### config.mk
export PLATFORM = sky130hd
export DESIGN_NAME = decode_stage
export DESIGN_NICKNAME = d
export VERILOG_FILES = /design/src/rtl/decode_pkg.sv /design/src/rtl/instr_decoder.sv /design/src/rtl/decode_stage.sv
export SDC_FILE = /design/constraint.sdc
export NUM_CORES = 1
export LEC_CHECK = 0
export ABC_AREA = 1
export CORE_AREA = 2 2 102 104
export DETAILED_ROUTE_END_ITERATION = 8
export DIE_AREA = 0 0 104 106
export PLACE_DENSITY = 0.84
export RECOVER_POWER = 100
export REMOVE_ABC_BUFFERS = 1
export SYNTH_ARGS = -nofsm -noshare
export SYNTH_HDL_FRONTEND = slang
export SYNTH_SLANG_ARGS = --single-unit
export TNS_END_PERCENT = 30
### constraint.sdc
create_clock -name clk -period 3.1 [get_ports clk]
set_clock_uncertainty 0.15 [all_clocks]
set_input_delay 0.31 -clock clk [delete_from_list [all_inputs] [get_ports clk]]
set_output_delay 0.31 -clock clk [all_outputs]
set_load 0.05 [all_outputs]
### src/rtl/decode_pkg.sv
// Shared types and constants for the RV32I decode stage.
// Latency: n/a (package). Backpressure: n/a.
// Contents: opcode constants, instruction-format enum, decoded-entry struct.
package decode_pkg;

    localparam logic [6:0] OPC_OP     = 7'b0110011;
    localparam logic [6:0] OPC_OPIMM  = 7'b0010011;
    localparam logic [6:0] OPC_LOAD   = 7'b0000011;
    localparam logic [6:0] OPC_JALR   = 7'b1100111;
    localparam logic [6:0] OPC_STORE  = 7'b0100011;
    localparam logic [6:0] OPC_BRANCH = 7'b1100011;
    localparam logic [6:0] OPC_LUI    = 7'b0110111;
    localparam logic [6:0] OPC_AUIPC  = 7'b0010111;
    localparam logic [6:0] OPC_JAL    = 7'b1101111;

    // The entry always carries a 64-bit sign-extended immediate so one struct
    // serves both XLEN=32 and XLEN=64; the top truncates, which keeps the sign.
    localparam int IMM_MAX_W = 64;
    localparam int RA_W      = 5;

    typedef enum logic [2:0] {
        FMT_R   = 3'd0,
        FMT_I   = 3'd1,
        FMT_S   = 3'd2,
        FMT_B   = 3'd3,
        FMT_U   = 3'd4,
        FMT_J   = 3'd5,
        FMT_ILL = 3'd7
    } fmt_t;

    typedef struct packed {
        fmt_t                   fmt;
        logic [RA_W-1:0]        rs1;
        logic [RA_W-1:0]        rs2;
        logic [RA_W-1:0]        rd;
        logic [IMM_MAX_W-1:0]   imm;
        logic                   illegal;
    } dec_entry_t;

    function automatic logic [IMM_MAX_W-1:0] sext32(input logic [31:0] v);
        return {{(IMM_MAX_W-32){v[31]}}, v};
    endfunction

endpackage

### src/rtl/instr_decoder.sv
// Combinational RV32I decoder: raw word -> format, register fields, immediate.
// Latency: 0 cycles (pure combinational). Backpressure: none, no state.
// Ports: in_instr (32-bit raw word) -> out_dec (dec_entry_t).
module instr_decoder
    import decode_pkg::*;
(
    input  logic [31:0] in_instr,
    output dec_entry_t  out_dec
);

    logic [31:0] w_imm32;

    always_comb begin
        out_dec         = '0;
        out_dec.fmt     = FMT_ILL;
        out_dec.illegal = 1'b1;
        w_imm32         = '0;

        // Compressed / non-32-bit encodings fall through as illegal.
        if (in_instr[1:0] == 2'b11) begin
            case (in_instr[6:0])
                OPC_OP: begin
                    out_dec.fmt     = FMT_R;
                    out_dec.illegal = 1'b0;
                    out_dec.rs1     = in_instr[19:15];
                    out_dec.rs2     = in_instr[24:20];
                    out_dec.rd      = in_instr[11:7];
                end
                OPC_OPIMM, OPC_LOAD, OPC_JALR: begin
                    out_dec.fmt     = FMT_I;
                    out_dec.illegal = 1'b0;
                    out_dec.rs1     = in_instr[19:15];
                    out_dec.rd      = in_instr[11:7];
                    w_imm32         = {{20{in_instr[31]}}, in_instr[31:20]};
                end
                OPC_STORE: begin
                    out_dec.fmt     = FMT_S;
                    out_dec.illegal = 1'b0;
                    out_dec.rs1     = in_instr[19:15];
                    out_dec.rs2     = in_instr[24:20];
                    w_imm32         = {{20{in_instr[31]}}, in_instr[31:25], in_instr[11:7]};
                end
                OPC_BRANCH: begin
                    out_dec.fmt     = FMT_B;
                    out_dec.illegal = 1'b0;
                    out_dec.rs1     = in_instr[19:15];
                    out_dec.rs2     = in_instr[24:20];
                    w_imm32         = {{19{in_instr[31]}}, in_instr[31], in_instr[7],
                                       in_instr[30:25], in_instr[11:8], 1'b0};
                end
                OPC_LUI, OPC_AUIPC: begin
                    out_dec.fmt     = FMT_U;
                    out_dec.illegal = 1'b0;
                    out_dec.rd      = in_instr[11:7];
                    w_imm32         = {in_instr[31:12], 12'b0};
                end
                OPC_JAL: begin
                    out_dec.fmt     = FMT_J;
                    out_dec.illegal = 1'b0;
                    out_dec.rd      = in_instr[11:7];
                    w_imm32         = {{11{in_instr[31]}}, in_instr[31], in_instr[19:12],
                                       in_instr[20], in_instr[30:21], 1'b0};
                end
                default: begin
                    out_dec.fmt     = FMT_ILL;
                    out_dec.illegal = 1'b1;
                end
            endcase
        end

        out_dec.imm = sext32(w_imm32);
    end

endmodule

### src/rtl/decode_stage.sv
// Registered RV32I decode stage with a 2-entry skid buffer and illegal counter.
// Latency: 1 cycle from accept to out_valid; sustains 1 instr/cycle.
// Backpressure: in_ready = !entry1_valid, registered (no path from out_ready).
// Ports: clk, rst_n (async active-low); in_valid/in_ready/in_instr from fetch;
//        flush kills buffered entries; out_valid/out_ready plus decoded fields
//        (out_fmt, out_rs1, out_rs2, out_rd, out_imm, out_illegal); illegal_cnt.
module decode_stage
    import decode_pkg::*;
#(
    parameter int XLEN   = 32,
    parameter int REG_AW = 5,
    parameter int CNT_W  = 8
) (
    input  logic              clk,
    input  logic              rst_n,
    input  logic              in_valid,
    output logic              in_ready,
    input  logic [31:0]       in_instr,
    input  logic              flush,
    output logic              out_valid,
    input  logic              out_ready,
    output logic [2:0]        out_fmt,
    output logic [REG_AW-1:0] out_rs1,
    output logic [REG_AW-1:0] out_rs2,
    output logic [REG_AW-1:0] out_rd,
    output logic [XLEN-1:0]   out_imm,
    output logic              out_illegal,
    output logic [CNT_W-1:0]  illegal_cnt
);

    dec_entry_t         w_dec;
    dec_entry_t         r_e0;
    dec_entry_t         r_e1;
    logic               r_v0;
    logic               r_v1;
    logic [CNT_W-1:0]   r_cnt;
    logic               w_acc;
    logic               w_drain;

    instr_decoder u_dec (
        .in_instr (in_instr),
        .out_dec  (w_dec)
    );

    // Flush outranks both handshakes: a flushed cycle neither accepts nor drains.
    assign w_acc   = in_valid & ~r_v1 & ~flush;
    assign w_drain = r_v0 & out_ready & ~flush;

    always_ff @(posedge clk or negedge rst_n) begin
        if (!rst_n) begin
            r_v0  <= 1'b0;
            r_v1  <= 1'b0;
            r_e0  <= '0;
            r_e1  <= '0;
            r_cnt <= '0;
        end else begin
            if (flush) begin
                r_v0 <= 1'b0;
                r_v1 <= 1'b0;
            end else if (w_drain) begin
                // Entry 0 leaves; refill from the overflow entry first, else
                // from the incoming word. Accept cannot coincide with r_v1.
                if (r_v1) begin
                    r_e0 <= r_e1;
                    r_v1 <= 1'b0;
                end else if (w_acc) begin
                    r_e0 <= w_dec;
                end else begin
                    r_v0 <= 1'b0;
                end
            end else if (w_acc) begin
                if (!r_v0) begin
                    r_e0 <= w_dec;
                    r_v0 <= 1'b1;
                end else begin
                    r_e1 <= w_dec;
                    r_v1 <= 1'b1;
                end
            end

            if (w_acc && w_dec.illegal && !(&r_cnt)) begin
                r_cnt <= r_cnt + 1'b1;
            end
        end
    end

    assign in_ready    = ~r_v1;
    assign out_valid   = r_v0;
    assign out_fmt     = r_e0.fmt;
    assign out_rs1     = REG_AW'(r_e0.rs1);
    assign out_rs2     = REG_AW'(r_e0.rs2);
    assign out_rd      = REG_AW'(r_e0.rd);
    assign out_imm     = r_e0.imm[XLEN-1:0];
    assign out_illegal = r_e0.illegal;
    assign illegal_cnt = r_cnt;

endmodule

==> flow_metrics.py, run 1 <==
metrics = {
    "drt": {
        "wirelength_um": 14300,
        "vias_per_cell": 5.53,
        "route.vias.total": 5141,
        "post_drt_wl_per_cell_um": 15.3,
        "firstDrtPassIters": 5,
        "antenna_left": 0,
        "remaining_drc_errors": 0,
        "drtIter0Drc": 319,
    },
    "sta": {
        "final_max_slew_viol_count": 0,
        "fmaxAchievable_ghz": 0.387,
        "setup_violations": 0,
        "period_share_pct": 83.4,
        "hold_viol_final": 0,
        "worst_slack_ns": 0.514,
        "min_period_ns": 2.59,
        "slew_headroom_pct": 1.51,
        "rsz0062_at_grt": "false",
        "tightestPinTransition_ns": 1.48,
    },
    "critical_path": {
        "rrSetupSlack_ns": 0.64,
        "cp-end-kind": "flip-flop",
        "crit_top_cell": "a21oi_1",
        "worstPathRequired_ns": 3.22,
        "startpoint_type": "input port",
        "slowest_delay_ns": 0.79,
        "cpLargestDelayFamily": "buffers and inverters",
        "cp_max_fo": 70,
        "cp_cell_sequence": "dlygate4sd3_1 > nor3_4 > o21bai_4 > clkbuf_2 > a21oi_1 > a21oi_1",
        "crit_type": "input port to flip-flop",
        "cp_num_buf_inv": 2,
        "critPathArrivalTime_ns": 2.71,
        "critPathSlowestCell": "clkbuf_2",
    },
    "clocking": {
        "post_cts.repair.setup_buffers": 0,
        "cts_sinks": 112,
        "clock_latency_ns": 0.37,
        "path_clk_slew_ns": 0.11,
        "cts_buffers": 9,
        "cts_tree": "yes",
        "h-tree-depth": 3,
        "cts_root_buf": "clkbuf_8",
        "clockBufferDepth": 2,
    },
    "die": {
        "initial_core_util_pct": 55.4,
        "std_cell_rows": 37,
        "core_region_area_sq_mm": 0.0100,
        "chipWidth_um": 104,
        "io_pins": 98,
        "die-area_sq_mm": 0.0110,
        "die_h_um": 106,
    },
    "yosys": {
        "syn_area_sq_mm": 0.00554,
        "synth_compound_area_share_pct": 10.8,
        "yosysWarnings": 0,
        "synth_area_per_cell_sq_um": 7.81,
        "netlist_instances": 710,
        "synth-adder-area-share_pct": 0.226,
        "yosysSeqAreaShare_pct": 50.6,
        "yosysUniqueCellTypes": 34,
        "synthMuxAreaShare_pct": 0,
        "synth_top_family_by_area": "simple AND/OR/NAND/NOR gates",
        "ys_ff_latch": 112,
        "synth_simple_gate_area_share_pct": 31.0,
        "synth_xor_area_share_pct": 1.11,
    },
    "power": {
        "vdd_drop_max_v": 0.000331,
        "p_total_mw": 3.98,
        "clkPwrFrac_pct": 22.8,
        "seqPwrFrac_pct": 46.8,
        "intPower_mw": 2.48,
        "p_comb_share_pct": 30.4,
        "p_leak_nw": 3.52,
        "p_sw_mw": 1.50,
        "p_sw_share_pct": 37.8,
        "p_per_area_mw_per_mm2": 590,
    },
    "grt": {
        "grt_max_degree": 71,
        "gr-total-overflow": 0,
        "antenna_found_initial": 0,
        "grt_util_all_layers_pct": 26.8,
        "grt_pass1_wl_um": 24000,
        "grt_pass1_vias": 5073,
    },
    "layout": {
        "n_antenna_cell": 0,
        "seqCellArea_sq_mm": 0.00280,
        "area_growth_syn_to_layout_pct": 21.6,
        "final_nets": 827,
        "drive_gt1_share_pct": 5.67,
        "fill_cells": 815,
        "multi_input_area_sq_mm": 0.00236,
    },
    "min_path": {
        "worst_hold_path_type": "flip-flop to flip-flop",
    },
    "placed_design": {
        "place_congestion": 0.905,
        "place_worst_setup_slack_ns": 0.410,
        "post-dp-hpwl_um": 9480,
        "port_buffers": 97,
    },
    "run_status": {
        "status": "finished clean",
    },
    "run": {
        "drv_cap": 0,
    },
}
per-layer routing:
metal	track usage, %	routed length [um]
met5	0	0
met4	10.0	239
met3	3.92	823
met2	44.4	7080
met1	36.0	6110
repair_timing:
action | 4_1_cts | 5_1_grt
hold buffers | 1 | 0
gates resized for setup | 0 | 0
endpoints found under the hold margin | 55 | 0
endpoints found under the setup margin | 0 | 0
cell families after synthesis:
group	count (synthesis)
fa+ha+maj	1
flops	112
buf+inv	77
xor+xnor	7
simple gates	402
compound gates	111
area by class of cell:
class | count | share of cell area [%]
Sequential cell | 112 | 41.6
Multi-Input combinational cell | 521 | 35.1
Clock buffer | 9 | 1.84
Tap cell | 136 | 2.53
Timing Repair Buffer | 105 | 15.5
Clock inverter | 7 | 1.17
Inverter | 40 | 2.27
cells in the final DEF, fill, tap and decap left out, drive strengths merged, types with 2 or more instances in the layout:
master,count
xnor2,2
nand2,226
clkdlybuf4s50,34
clkinvlp,2
nor3,5
dfrtp,112
xor2,5
buf,4
a31oi,18
clkinv,4
nand4,11
dlygate4sd3,63
nand3,52
o31ai,2
o21ai,25
clkbuf,13
a21oi,64
nor2,107
inv,40
metrics by stage:
stage / std cells / hold slack, ns / area (sq um) / TNS [ns] / utilization, %
after floorplan: 673 / -0.136 / 5340 / -65.68 / -
after global placement: 913 / 0.268 / 6570 / 0 / 65.7
after detailed placement: 913 / 0.276 / 6570 / 0 / 65.7
after CTS: 930 / 0.343 / 6780 / 0 / 67.8
after global routing: 930 / 0.363 / 6740 / 0 / 67.4
final: 930 / 0.333 / 6740 / 0 / 67.4
power by group through the flow:
stage          registers (mW)  logic (mW)  clock network [mW]
3_5_place_dp             1.89        1.26                   0
3_3_place_gp             1.88        1.23                   0
4_1_cts                  1.87        1.27               0.917
5_1_grt                  1.89        1.30               0.972
2_1_floorplan            2.31       0.375                   0
6_report                 1.86        1.21               0.909
worst reg2reg max path: stages, from the launching register on:
cell and delay [ns]:
dfrtp_1 0.37, inv_1 0.07, o21ai_0 0.18, o21bai_4 0.16, clkbuf_2 1.10, a21oi_1 0.16
a21oi_1 0.21
synthesized netlist by cell type:
cell type	count	area share, %
nor2_8	1	0.36
o31ai_1	2	0.27
a21oi_1	63	5.7
inv_1	29	2.0
a21oi_4	1	0.29
nor3_4	2	0.59
inv_4	1	0.11
o21ai_0	11	0.99
nor2_2	2	0.23
o21ai_1	14	1.3
clkbuf_1	13	0.88
buf_1	1	0.068
a31oi_1	18	2.0
buf_2	17	1.5
o22ai_1	1	0.11
xnor2_1	2	0.32
nand2_2	5	0.56
nor2_1	103	7.0
ha_1	1	0.23
inv_2	8	0.54
buf_4	2	0.27
dfrtp_1	112	51
o21bai_1	1	0.14
xor2_1	5	0.79
nand3_4	1	0.32
or2_2	1	0.11
nand2_1	217	15
nor3_1	3	0.27
nand2_4	4	0.81
nand3_1	51	4.6
nand4_1	11	1.2
nor2_4	1	0.20
clkinv_1	2	0.14
buf_6	4	0.81
final timing paths:
kind,startpoint,to,cells past startpoint
min reg2reg,out_rd[4],out_rd[4],2
min,out_rd[4],out_rd[4],2
min in group asynchronous,rst_n,illegal_cnt[4],2
max in group asynchronous,rst_n,r_e1[24],3
max,flush,out_imm[6],6
max reg2reg,out_valid,out_imm[6],6
sequential cells by signal, indices dropped and copies added, names as in the netlist:
signal and count:
out_imm 32, illegal_cnt 8, out_fmt 3, r_v1 1
out_rs1 5, out_illegal 1, out_valid 1, r_e1 51
out_rd 5, out_rs2 5
(Power assumes the default switching activity.)
==> run 2: changes to the inputs <==
--- a/config.mk
+++ b/config.mk
@@ -6,10 +6,10 @@
 export NUM_CORES = 1
 export LEC_CHECK = 0
 export ABC_AREA = 1
-export CORE_AREA = 2 2 102 104
+export CORE_AREA = 2 2 106 108
 export DETAILED_ROUTE_END_ITERATION = 8
-export DIE_AREA = 0 0 104 106
-export PLACE_DENSITY = 0.84
+export DIE_AREA = 0 0 108 110
+export PLACE_DENSITY = 0.79
 export RECOVER_POWER = 100
 export REMOVE_ABC_BUFFERS = 1
 export SYNTH_ARGS = -nofsm -noshare
==> constraint.sdc (replaced) <==
create_clock -name clk -period 2.5 [get_ports clk]
set_clock_uncertainty 0.15 [all_clocks]
set_input_delay 0.25 -clock clk [delete_from_list [all_inputs] [get_ports clk]]
set_output_delay 0.25 -clock clk [all_outputs]
set_load 0.05 [all_outputs]
==> run 2 against run 1 <==
Against the previous run: hold slack worse by 0.0058 ns; flip-flop and latch count stayed put; clock-buffer cell count did not move; first-iteration DRC count grew 6.0%; non-clock buffer count up 6; worst setup slack got worse by 0.21 ns; sequential share of layout area shrank 0.39 points; power increased by 24%; clock power increased by 22%; register-to-register slack lost 0.21 ns; via count shrank 0.21%.
==> flow_metrics.py, run 2 (synthesis gave the netlist of run 1 again) <==
metrics = {
    "drt": {
        "antenna_left": 0,
        "vias_per_cell": 5.46,
        "remaining_drc_errors": 0,
        "route.vias.total": 5130,
        "post_drt_wl_per_cell_um": 15.1,
        "wirelength_um": 14200,
        "drtIter0Drc": 338,
        "firstDrtPassIters": 5,
    },
    "placed_design": {
        "place_worst_setup_slack_ns": 0.231,
        "place_congestion": 0.943,
        "port_buffers": 97,
        "dpl_cell_area_sq_mm": 0.00663,
        "place_inst": 923,
        "post-dp-hpwl_um": 9660,
    },
    "layout": {
        "fill_cells": 929,
        "fin_util_pct": 63.6,
        "final_nets": 833,
        "largest_reg_flops": 51,
        "finalNonFillerCells": 940,
        "stdcell_area_sq_mm": 0.00680,
        "layout_common_cells": "nand2_1 (217), dfrtp_1 (112), nor2_1 (103)",
        "drive_gt1_share_pct": 6.50,
        "area_growth_syn_to_layout_pct": 22.8,
        "mostFrequentLayoutCell": "nand2_1",
        "largest_register": "r_e1",
        "n_antenna_cell": 0,
    },
    "clocking": {
        "cts_tree": "yes",
        "clock_latency_ns": 0.37,
        "cts_sinks": 112,
        "cts_root_buf": "clkbuf_8",
        "h-tree-depth": 3,
        "clockBufferDepth": 2,
        "cts_buffers": 9,
        "path_clk_slew_ns": 0.11,
    },
    "critical_path": {
        "cpLargestDelayFamily": "buffers and inverters",
        "cp-end-kind": "output port",
        "critPathArrivalTime_ns": 1.80,
        "crit_type": "flip-flop to output port",
        "worstPathRequired_ns": 2.10,
        "slowest_delay_ns": 0.90,
        "cp_max_fo": 4,
        "startpoint_type": "flip-flop",
        "critPathSlowestCell": "dlygate4sd3_1",
        "cp_cell_sequence": "inv_1 > dlygate4sd3_1",
        "cp_num_buf_inv": 2,
    },
    "sta": {
        "hold_viol_final": 0,
        "fmaxAchievable_ghz": 0.455,
        "min_period_ns": 2.20,
        "tightestPinTransition_ns": 0.912,
        "finalSetupTns_ns": 0,
        "rsz0062_at_grt": "false",
        "final_max_slew_viol_count": 0,
        "worst_slack_ns": 0.300,
        "period_share_pct": 88.0,
        "setup_violations": 0,
        "slew_headroom_pct": 39.2,
    },
    "run": {
        "drv_cap": 0,
    },
    "die": {
        "std_cell_rows": 38,
        "die-area_sq_mm": 0.0119,
        "initial_core_util_pct": 51.8,
        "io_pins": 98,
        "die_h_um": 110,
        "chipWidth_um": 108,
        "core_region_area_sq_mm": 0.0107,
    },
    "power": {
        "p_per_area_mw_per_mm2": 724,
        "vdd_drop_max_v": 0.000443,
        "p_leak_nw": 3.54,
    },
    "run_status": {
        "status": "finished clean",
    },
    "grt": {
        "grt_util_all_layers_pct": 24.8,
        "grt_pass1_wl_um": 23500,
        "antenna_found_initial": 0,
        "gr-total-overflow": 0,
        "grt_max_degree": 68,
        "grt_pass1_vias": 5035,
    },
    "min_path": {
        "worst_hold_path_type": "input port to flip-flop",
    },
}
[run 2: layer usage]
| layer | global-route usage [%] | up-vias | share of wire, % |
|---|---|---|---|
| li1 | - | 2452 | - |
| met1 | 33.2 | 2450 | 44 |
| met2 | 40.9 | 212 | 47 |
| met3 | 5.29 | 16 | 7.2 |
| met4 | 7.69 | 0 | 1.1 |
| met5 | 0 | - | 0 |
[run 2: path summary, 6_finish.rpt]
| path | to | slack [ns] | start | cells past startpoint |
|---|---|---|---|---|
| hold reg to reg | out_rd[2] | 0.33 | out_rd[2] | 2 |
| setup / recovery | in_ready | 0.30 | r_v1 | 2 |
| max in group asynchronous | r_e1[77] | 0.58 | rst_n | 3 |
| setup reg to reg | r_e1[22] | 0.43 | r_v1 | 6 |
| min in group asynchronous | illegal_cnt[6] | 0.36 | rst_n | 2 |
| hold / removal | r_e1[14] | 0.33 | in_instr[13] | 3 |
[run 2: what timing repair did]
action	4_1_cts	5_1_grt
hold buffers	1	0
endpoints found under the setup margin	0	0
buffers inserted	0	0
endpoints found under the hold margin	112	0
resized for setup	0	0
[run 2: final cells by class]
class | instances | area (sq um) | share of cell area [%]
clock buffers | 9 | 124 | 1.82
clock inverters | 7 | 77.6 | 1.14
inverters | 40 | 153 | 2.24
multi-input cells | 521 | 2370 | 34.9
flip-flops and latches | 112 | 2800 | 41.2
well taps | 140 | 175 | 2.57
repair buffers | 111 | 1100 | 16.2
[run 2: tightest hold or removal path, cell delays in order]
cell             delay [ns]
clkdlybuf4s50_1        0.40
nand2_1                0.09
a31oi_1                0.08
[run 2: power breakdown]
group	switching (mW)	internal (mW)
logic	1.01	0.484
clock network	0.637	0.472
registers	0.204	2.11
total	1.85	3.07
[run 2: stage by stage]
stage	total power, mW	hold slack, ns
finish	4.92	0.327
global route	5.19	0.323
CTS	5.03	0.109
floorplan	3.33	-0.196
global placement	3.88	-0.0251
detailed placement	3.93	-0.0247
==> run 3: changes to the inputs <==
--- a/config.mk
+++ b/config.mk
@@ -12,6 +12,8 @@
 export PLACE_DENSITY = 0.79
 export RECOVER_POWER = 100
 export REMOVE_ABC_BUFFERS = 1
+export SETUP_SLACK_MARGIN = 0.3
+export SLEW_MARGIN = 10
 export SYNTH_ARGS = -nofsm -noshare
 export SYNTH_HDL_FRONTEND = slang
 export SYNTH_SLANG_ARGS = --single-unit
==> results of run 3 <==
No change in the layout: final DEF, timing and power equal those of run 2.
